[src/rtl/proc_run_ctrl.sv]
// Run controller for the processor core: mode latch, core reset sequencing, clock-enable gating, cycle counting.
// Optional feature macro: RUNCTRL_WATCHDOG_EN (forces DONE with timeout after WDOG_LIMIT enabled cycles).
module proc_run_ctrl #(
  parameter int MODE_W     = 5,
  parameter int CNT_W      = 16,
  parameter int RST_CYCLES = 2,
  parameter int WDOG_LIMIT = 1000
) (
  input  logic              clk,
  input  logic              rstn,
  input  logic              start,
  input  logic              pause,
  input  logic              step,
  input  logic [MODE_W-1:0] mode_in,
  input  logic              halt_in,
  output logic              proc_rstn,
  output logic              proc_en,
  output logic [MODE_W-1:0] mode_out,
  output logic [CNT_W-1:0]  cycle_cnt,
  output logic              busy,
  output logic              done,
  output logic              timeout
);

  localparam int RC_W = (RST_CYCLES > 1) ? $clog2(RST_CYCLES) : 1;

  if (RST_CYCLES < 1) begin : g_bad_rst
    $error("proc_run_ctrl: RST_CYCLES must be >= 1");
  end
  if (WDOG_LIMIT < 1) begin : g_bad_wdog
    $error("proc_run_ctrl: WDOG_LIMIT must be >= 1");
  end

  typedef enum logic [2:0] {
    IDLE  = 3'd0,
    RESET = 3'd1,
    RUN   = 3'd2,
    PAUSE = 3'd3,
    STEP  = 3'd4,
    DONE  = 3'd5
  } state_t;

  state_t            state;
  state_t            nxt;
  logic              step_q;
  logic [RC_W-1:0]   rst_cnt;
  logic              wdog_hit;
  logic              accept_start;

  assign accept_start = ((state == IDLE) || (state == DONE)) && start;

`ifdef RUNCTRL_WATCHDOG_EN
  assign wdog_hit = (state == RUN) && proc_en && (cycle_cnt == CNT_W'(WDOG_LIMIT - 1));

  // halt_in outranks the watchdog, so a same-cycle halt leaves timeout clear
  always_ff @(posedge clk or negedge rstn) begin
    if (!rstn) begin
      timeout <= 1'b0;
    end else if (accept_start) begin
      timeout <= 1'b0;
    end else if (wdog_hit && !halt_in) begin
      timeout <= 1'b1;
    end
  end
`else
  assign wdog_hit = 1'b0;
  assign timeout  = 1'b0;
`endif

  always_comb begin
    nxt = state;
    case (state)
      IDLE, DONE: if (start) nxt = RESET;
      RESET:      if (rst_cnt == RC_W'(RST_CYCLES - 1)) nxt = pause ? PAUSE : RUN;
      RUN: begin
        if (halt_in)       nxt = DONE;
        else if (wdog_hit) nxt = DONE;
        else if (pause)    nxt = PAUSE;
      end
      PAUSE: begin
        if (!pause)                nxt = RUN;
        else if (step && !step_q)  nxt = STEP;
      end
      STEP:    nxt = halt_in ? DONE : PAUSE;
      default: nxt = IDLE;
    endcase
  end

  // Outputs are decoded from the next state so they line up with the state register
  always_ff @(posedge clk or negedge rstn) begin
    if (!rstn) begin
      state     <= IDLE;
      step_q    <= 1'b0;
      rst_cnt   <= '0;
      proc_rstn <= 1'b0;
      proc_en   <= 1'b0;
      mode_out  <= '0;
      cycle_cnt <= '0;
      busy      <= 1'b0;
      done      <= 1'b0;
    end else begin
      state     <= nxt;
      step_q    <= step;
      proc_en   <= (nxt == RUN) || (nxt == STEP);
      proc_rstn <= !((nxt == IDLE) || (nxt == RESET));
      busy      <= (nxt == RESET) || (nxt == RUN) || (nxt == PAUSE) || (nxt == STEP);
      done      <= (nxt == DONE);
      if (accept_start) begin
        mode_out  <= mode_in;
        cycle_cnt <= '0;
        rst_cnt   <= '0;
      end else begin
        if (proc_en && (cycle_cnt != '1)) cycle_cnt <= cycle_cnt + 1'b1;
        if (state == RESET) rst_cnt <= rst_cnt + 1'b1;
      end
    end
  end

endmodule

[config.mk]
export PLATFORM = sky130hd
export DESIGN_NAME = proc_run_ctrl
export DESIGN_NICKNAME = d
export VERILOG_FILES = /design/src/rtl/proc_run_ctrl.sv
export SDC_FILE = /design/constraint.sdc
export NUM_CORES = 1
export LEC_CHECK = 0
export CORE_UTILIZATION = 53
export CTS_BUF_LIST = sky130_fd_sc_hd__clkbuf_16
export DETAILED_ROUTE_END_ITERATION = 10
export GPL_ROUTABILITY_DRIVEN = 0
export HOLD_SLACK_MARGIN = 0.05
export PLACE_DENSITY = 0.84
export SYNTH_ARGS = -nofsm -noshare
export SYNTH_HDL_FRONTEND = slang
export SYNTH_SLANG_ARGS = --single-unit
[constraint.sdc]
create_clock -name clk -period 3.08 [get_ports clk]
set_input_delay 0.77 -clock clk [delete_from_list [all_inputs] [get_ports clk]]
set_output_delay 0.77 -clock clk [all_outputs]
set_load 0.02 [all_outputs]
==> results of run 1 <==
[kinds of logic (layout without fill, tap and decap cells)]
family | count (synthesis) | count (layout)
AND/OR/NAND/NOR | 78 | 78
XOR/XNOR | 2 | 2
AO/OA/AOI/OAI | 37 | 37
other | 1 | 1
multiplexers | 7 | 7
adder cells (fa/ha/maj) | 1 | 1
buffers and inverters | 15 | 50
flip-flops | 30 | 30
[layout make-up]
| type | count | area [µm²] | share of cell area |
|---|---|---|---|
| Clock buffer | 5 | 125 | 0.0588 |
| Clock inverter | 3 | 45.0 | 0.0212 |
| Inverter | 5 | 18.8 | 0.00882 |
| Multi-Input combinational cell | 126 | 783 | 0.368 |
| Sequential cell | 30 | 751 | 0.353 |
| Tap cell | 31 | 38.8 | 0.0182 |
| Timing Repair Buffer | 37 | 365 | 0.172 |
[cell usage in the layout (no fill, tap or decap), types with 4 or more instances in the layout]
master / netlist / final
a21oi_1: 14 / 14
clkbuf_16: 0 / 5
clkdlybuf4s50_1: 0 / 35
dfrtp_1: 30 / 30
inv_1: 5 / 5
mux2i_1: 7 / 7
nand2_1: 31 / 31
nand2b_1: 9 / 9
nand3_1: 6 / 6
nand4_1: 7 / 7
nor2b_1: 4 / 4
o21ai_0: 5 / 5
[power by group through the flow]
| stage | Clock (µW) | Sequential, µW | Combinational, µW |
|---|---|---|---|
| after floorplan | 0 | 633 | 362 |
| after global placement | 0 | 595 | 586 |
| after detailed placement | 0 | 608 | 613 |
| after CTS | 566 | 602 | 627 |
| after global routing | 580 | 614 | 672 |
| final | 560 | 606 | 620 |
[worst paths after layout]
check	from	to	slack (ps)	cells past startpoint
min	mode_out[4]	mode_out[4]	480	2
max	proc_en	proc_en	860	1
max reg2reg	cycle_cnt[0]	cycle_cnt[6]	1170	6
min in group asynchronous	rstn	cycle_cnt[1]	880	2
min reg2reg	mode_out[4]	mode_out[4]	480	2
max in group asynchronous	rstn	cycle_cnt[12]	1910	2
[layer usage]
layer	vias up	share of wire
met2	34	0.55
met4	0	0.014
met3	7	0.041
met5	-	0
li1	680	-
met1	711	0.39
[per-stage QoR]
step,total power (µW),hold slack (ps)
floorplan,995,474
global placement,1180,462
detailed placement,1220,472
CTS,1790,484
global route,1870,512
finish,1790,481
==> metrics.md, run 1 <==
| Metric | Value |
|---|---|
| Number of flip-flops in the largest register | 16 |
| Fill count | 206 |
| Maximum vdd drop | 632 µV |
| Largest delay share family, worst path | buffers and inverters |
| Post-DP Area | 1960 µm² |
| Simple-gate share of the synthesized area | 0.269 |
| Leak | 0.000901 µW |
| Area Growth Syn to Fin | 32.4% |
| Final #Nets | 217 |
| Seq/Total Area, Yosys | 0.467 |
| CTS Buf Count | 5 |
| DRT antenna net count | 0 |
| Top reg by flops | cycle_cnt |
| Grt met2 use | 0.476 |
| Largest net degree at the start of global routing | 31 |
| DR vias | 1432 |
| Initial Utilization | 0.573 |
| Utilization after layout | 0.758 |
| Fin crit share | 0.721 |
| Syn Nets | 183 |
| CP endpoint kind | output port |
| Top achievable clock speed | 451 MHz |
| Routed vias/inst | 6.04 |
| Core area | 2810 µm² |
| Residual DRC count | 2 |
| Failing checks | DRC |
| Worst Setup Path Type | flop to output port |
| Largest family of logic cells by synthesized area | simple AND/OR/NAND/NOR gates |
| Setup violators final | 0 |
| Status | finished, violations left |
| Adder-cell area share of the yosys netlist | 0.00779 |
| Die Ht | 57.1 µm |
| Mean Syn Cell Area | 9.39 µm² |
| Switch share | 0.359 |
| Post-cts sizing count | 0 |
| Critical Path AT | 1450 ps |
| Slew HR | 0.552 |
| Ys Warns | 0 |
| Die X | 57.1 µm |
| Synth area leaders | dfrtp_1 (47%), nand2_1 (7.2%), a21oi_1 (4.4%) |
| Clock-pin slew on the worst setup and hold paths | 50 ps |
| DRT Pass-1 Iters | 7 |
| Total of max-cap violations | 0 |
| Final count of hold timing violations | 0 |
| Clock Skews | 3.89 ps |
| Setup Buffers After CTS | 0 |
| IO Port Bufs | 35 |
| Critical path's largest stage delay | 660 ps |
| Post-synthesis cell type count | 41 |
| Diode count | 0 |
| Commonest cells in the netlist | nand2_1 (31), dfrtp_1 (30), a21oi_1 (14) |
| Placed insts | 229 |
| Root buffer selected by CTS | clkbuf_16 |
| Post-CTS Hold Buffers | 0 |
| FFs w/ async S/R, synth | 1.00 |
| Global route overflow | 0 |
| Crit-path cells | clkdlybuf4s50_1 |
| CP bufs+invs | 1 |
| CTS tree | built |
| Sw power | 641 µW |
| Per-cell routed wire length | 15.8 µm |
| Share of layout cells above drive strength 1 | 0.0971 |
| CP max-delay cell | clkdlybuf4s50_1 |
| Worst slew pin tran | 671 ps |
| Required time of the critical path | 2310 ps |
| Met3 Track Usage GR | 0.0680 |
| RSZ-0062 raised after global routing | false |
| Number of synthesized flops with an enable pin | 0 |
| Area leader, netlist | dfrtp_1 |
| Final Slew Violations | 0 |
| Fin Setup TNS | 0 ps |
| Met1 global-route usage | 0.281 |
| Max Root-Sink Buffers | 2 |
| Most used routing layer | met2 |
| Crit start category | flop |
| Worst min-delay path class | flop to flop |
| Rows | 19 |
| TritonCTS Sinks | 30 |
| Pwr/cell area | 840 nW/µm² |
| Post-Syn Area | 1610 µm² |
| First DRT Iteration DRCs | 84 |
| Finished Layout Cells | 237 |
| Vias in the first global route | 1427 |
| Clock latency on the worst-skew pair | 280 ps |
| Initial antenna violation count | 0 |
| Total GRT Usage | 0.257 |
| Biggest regs | cycle_cnt: 16 flops, mode_out: 5 flops, state: 3 flops |
| Setup WS post-layout | 860 ps |
| Compound-Gate Fraction of Synth Area | 0.154 |
| Synth top area share | 0.467 |
| I/O pin count | 37 |
| Post-Syn Instances | 171 |
| Yosys reg bits | 30 |
| DP Worst Slack | 609 ps |
| Combinational power share | 0.347 |
| Final Critical Period | 2220 ps |
| Most used DFF post-synth | dfrtp_1 |
| Worst-path maximum fanout | 9 |
| Design area | 2130 µm² |
| Drt total wl | 3.74 mm |
| Cell internal pwr | 1140 µW |
| Flop pwr share | 0.339 |
| Count leader, synth | nand2_1 |
| CTS H-tree lvls | 2 |
| HPWL after DPL | 2.62 mm |
| Synth Area in XOR/XNOR | 0.0109 |
| First-pass GRT wire length | 6.36 mm |
| Power share of the clock group | 0.314 |
| Die ar. | 3260 µm² |
| Post-synthesis mux area share | 0.0436 |
Power figures use the tool's default switching activity.
==> run 2: changes to the inputs <==
Settings changed: CORE_UTILIZATION 53 to 45, PLACE_DENSITY 0.84 to 0.76.
Clock period 3.08 ns to 2 ns, I/O delays scaled along.
==> metrics.md, run 2 (synthesis gave the netlist of run 1 again) <==
| Metric | Value |
|---|---|
| Status | complete, no violations |
| Biggest regs | cycle_cnt: 16 flops, mode_out: 5 flops, state: 3 flops |
| Final Slew Violations | 0 (unchanged) |
| Total of max-cap violations | 0 (unchanged) |
| Power share of the clock group | 0.335 (+0.021) |
| CP max-delay cell | clkdlybuf4s50_1 |
| Die X | 61.8 µm (+8.2%) |
| Share of layout cells above drive strength 1 | 0.119 (+0.0220) |
| Setup Buffers After CTS | 0 (unchanged) |
| Final #Nets | 221 (+1.8%) |
| Finished Layout Cells | 256 (+8.0%) |
| Root buffer selected by CTS | clkbuf_16 |
| Switch share | 0.333 (-0.0262) |
| HPWL after DPL | 2.68 mm (+2.3%) |
| Worst reg2reg path depth | 5 (-1) |
| Initial antenna violation count | 0 (unchanged) |
| Worst min-delay path class | flop to flop |
| R2r setup slk | 130 ps (-1040 ps) |
| Leak | 0.000934 µW (+3.7%) |
| Setup violators final | 0 (unchanged) |
| Design area | 2200 µm² (+3.3%) |
| Total GRT Usage | 0.223 (-0.0340) |
| CP endpoint kind | output port |
| Most frequent cells in the layout | clkdlybuf4s50_1 (35), nand2_1 (31), dfrtp_1 (29), a21oi_1 (14), nand2b_1 (9) |
| CTS H-tree lvls | 2 (unchanged) |
| Area Growth Syn to Fin | 36.8% |
| Global route overflow | 0 (unchanged) |
| Maximum vdd drop | 853 µV (+35%) |
| Required time of the critical path | 1500 ps (-810 ps) |
| Worst flop-to-flop path startpoint | cycle_cnt[1] |
| Hold EP | mode_out[4] |
| Clock latency on the worst-skew pair | 270 ps (about the same) |
| Residual DRC count | 0 (-2) |
| Clock Skews | 1.90 ps (-1.99 ps) |
| Utilization after layout | 0.648 (-0.110) |
| Largest net degree at the start of global routing | 31 (unchanged) |
| Cell internal pwr | 1920 µW (+68%) |
| Top achievable clock speed | 510 MHz |
| CTS Buf Count | 5 (unchanged) |
| Diode count | 0 (unchanged) |
| Final Critical Period | 1960 ps |
| Critical Path AT | 1460 ps (about the same) |
| Vias in the first global route | 1332 (-6.7%) |
| Fin Setup TNS | 0 ps (unchanged) |
| Largest delay share family, worst path | buffers and inverters |
| Fin crit share | 0.981 |
| Clock-pin slew on the worst setup and hold paths | 50 ps (about the same) |
| DRT antenna net count | 0 (unchanged) |
| Rows | 21 (+2) |
| Combinational power share | 0.342 (-0.005) |
| Core area | 3390 µm² (+21%) |
| Sw power | 959 µW (+50%) |
| Per-cell routed wire length | 15.5 µm (-1.8%) |
| Critical path's largest stage delay | 670 ps (about the same) |
| First DRT Iteration DRCs | 81 (-3.6%) |
| Flop pwr share | 0.322 (-0.017) |
| Number of flip-flops in the largest register | 16 (unchanged) |
| DRT Pass-1 Iters | 4 (-3) |
| Pwr/cell area | 1310 nW/µm² (+56%) |
| CTS tree | built |
| Max Root-Sink Buffers | 2 (unchanged) |
| Final count of hold timing violations | 0 (unchanged) |
| Crit-path cells | clkdlybuf4s50_1 |
| Drt total wl | 3.97 mm (+6.0%) |
| RR Endpoint | cycle_cnt[12] |
| Hold depth | 2 (unchanged) |
| Top reg by flops | cycle_cnt |
| Worst Setup Path Type | flop to output port |
| First-pass GRT wire length | 6.07 mm (-4.5%) |
| Post-DP Area | 2010 µm² (+2.5%) |
| DR vias | 1461 (+2.0%) |
| TritonCTS Sinks | 30 (unchanged) |
| Routed vias/inst | 5.71 (-5.5%) |
| Crit start category | flop |
| Die ar. | 3810 µm² (+17%) |
| IO Port Bufs | 35 (unchanged) |
| Hold path start | mode_out[4] |
| CP bufs+invs | 1 (unchanged) |
| Worst-path maximum fanout | 9 (unchanged) |
| Initial Utilization | 0.474 (-0.0987) |
| I/O pin count | 37 (unchanged) |
| Placed insts | 248 (+8.3%) |
| Commonest non-fill, non-tap cell in the layout | clkdlybuf4s50_1 |
| Total power draw | 2880 µW (+61%) |
| Die Ht | 61.8 µm (+8.2%) |
run 2: area by class of cell:
type | instances | area (µm²)
clock buffers | 5 | 125
well taps | 46 | 57.6
repair buffers | 41 | 395
flip-flops and latches | 30 | 752
clock inverters | 3 | 63.8
multi-input cells | 126 | 785
fillers | 259 | 1190
inverters | 5 | 18.8
run 2: worst register-to-register path, delay by kind of cell, from the launching register on:
family	cells	cell delay (ps)
adders and majority gates	1	250
AOI/OAI and AO/OA	1	170
and+or+nand+nor	3	960
DFF	1	400
run 2: repair_timing:
action	in CTS	in global routing
setup endpoints to repair	0	2
hold buffers	0	0
endpoints found under the hold margin	0	0
gates resized for setup	0	2
run 2: power groups by stage:
| stage | registers, µW | logic [µW] | clock network (µW) |
|---|---|---|---|
| detailed placement | 929 | 976 | 0 |
| CTS | 922 | 989 | 969 |
| finish | 929 | 986 | 966 |
| global placement | 916 | 939 | 0 |
| global route | 949 | 1090 | 1010 |
| floorplan | 975 | 558 | 0 |
run 2: worst max-delay path by stage:
stage,slack [ps],startpoint,endpoint,cells past startpoint
floorplan,240,cycle_cnt[0],cycle_cnt[12],5
global placement,60,pause,busy,5
detailed placement,-10,step,busy,6
CTS,50,proc_en,proc_en,1
global route,-1,cycle_cnt[1],cycle_cnt[12],5
finish,40,proc_en,proc_en,1
run 2: per-layer routing:
metal / global-route usage / wire length (µm) / vias up
met1: 0.250 / 1630 / 708
li1: - / - / 687
met3: 0.0580 / 160 / 13
met5: 0 / 0 / -
met2: 0.387 / 2080 / 53
met4: 0.124 / 104 / 0
run 2: metrics by stage:
stage	setup slack, ps	hold slack, ps
2_1_floorplan	237	204
3_3_place_gp	56.3	457
3_5_place_dp	-12.2	463
4_1_cts	53.3	474
5_1_grt	-1.09	498
6_report	37.9	471
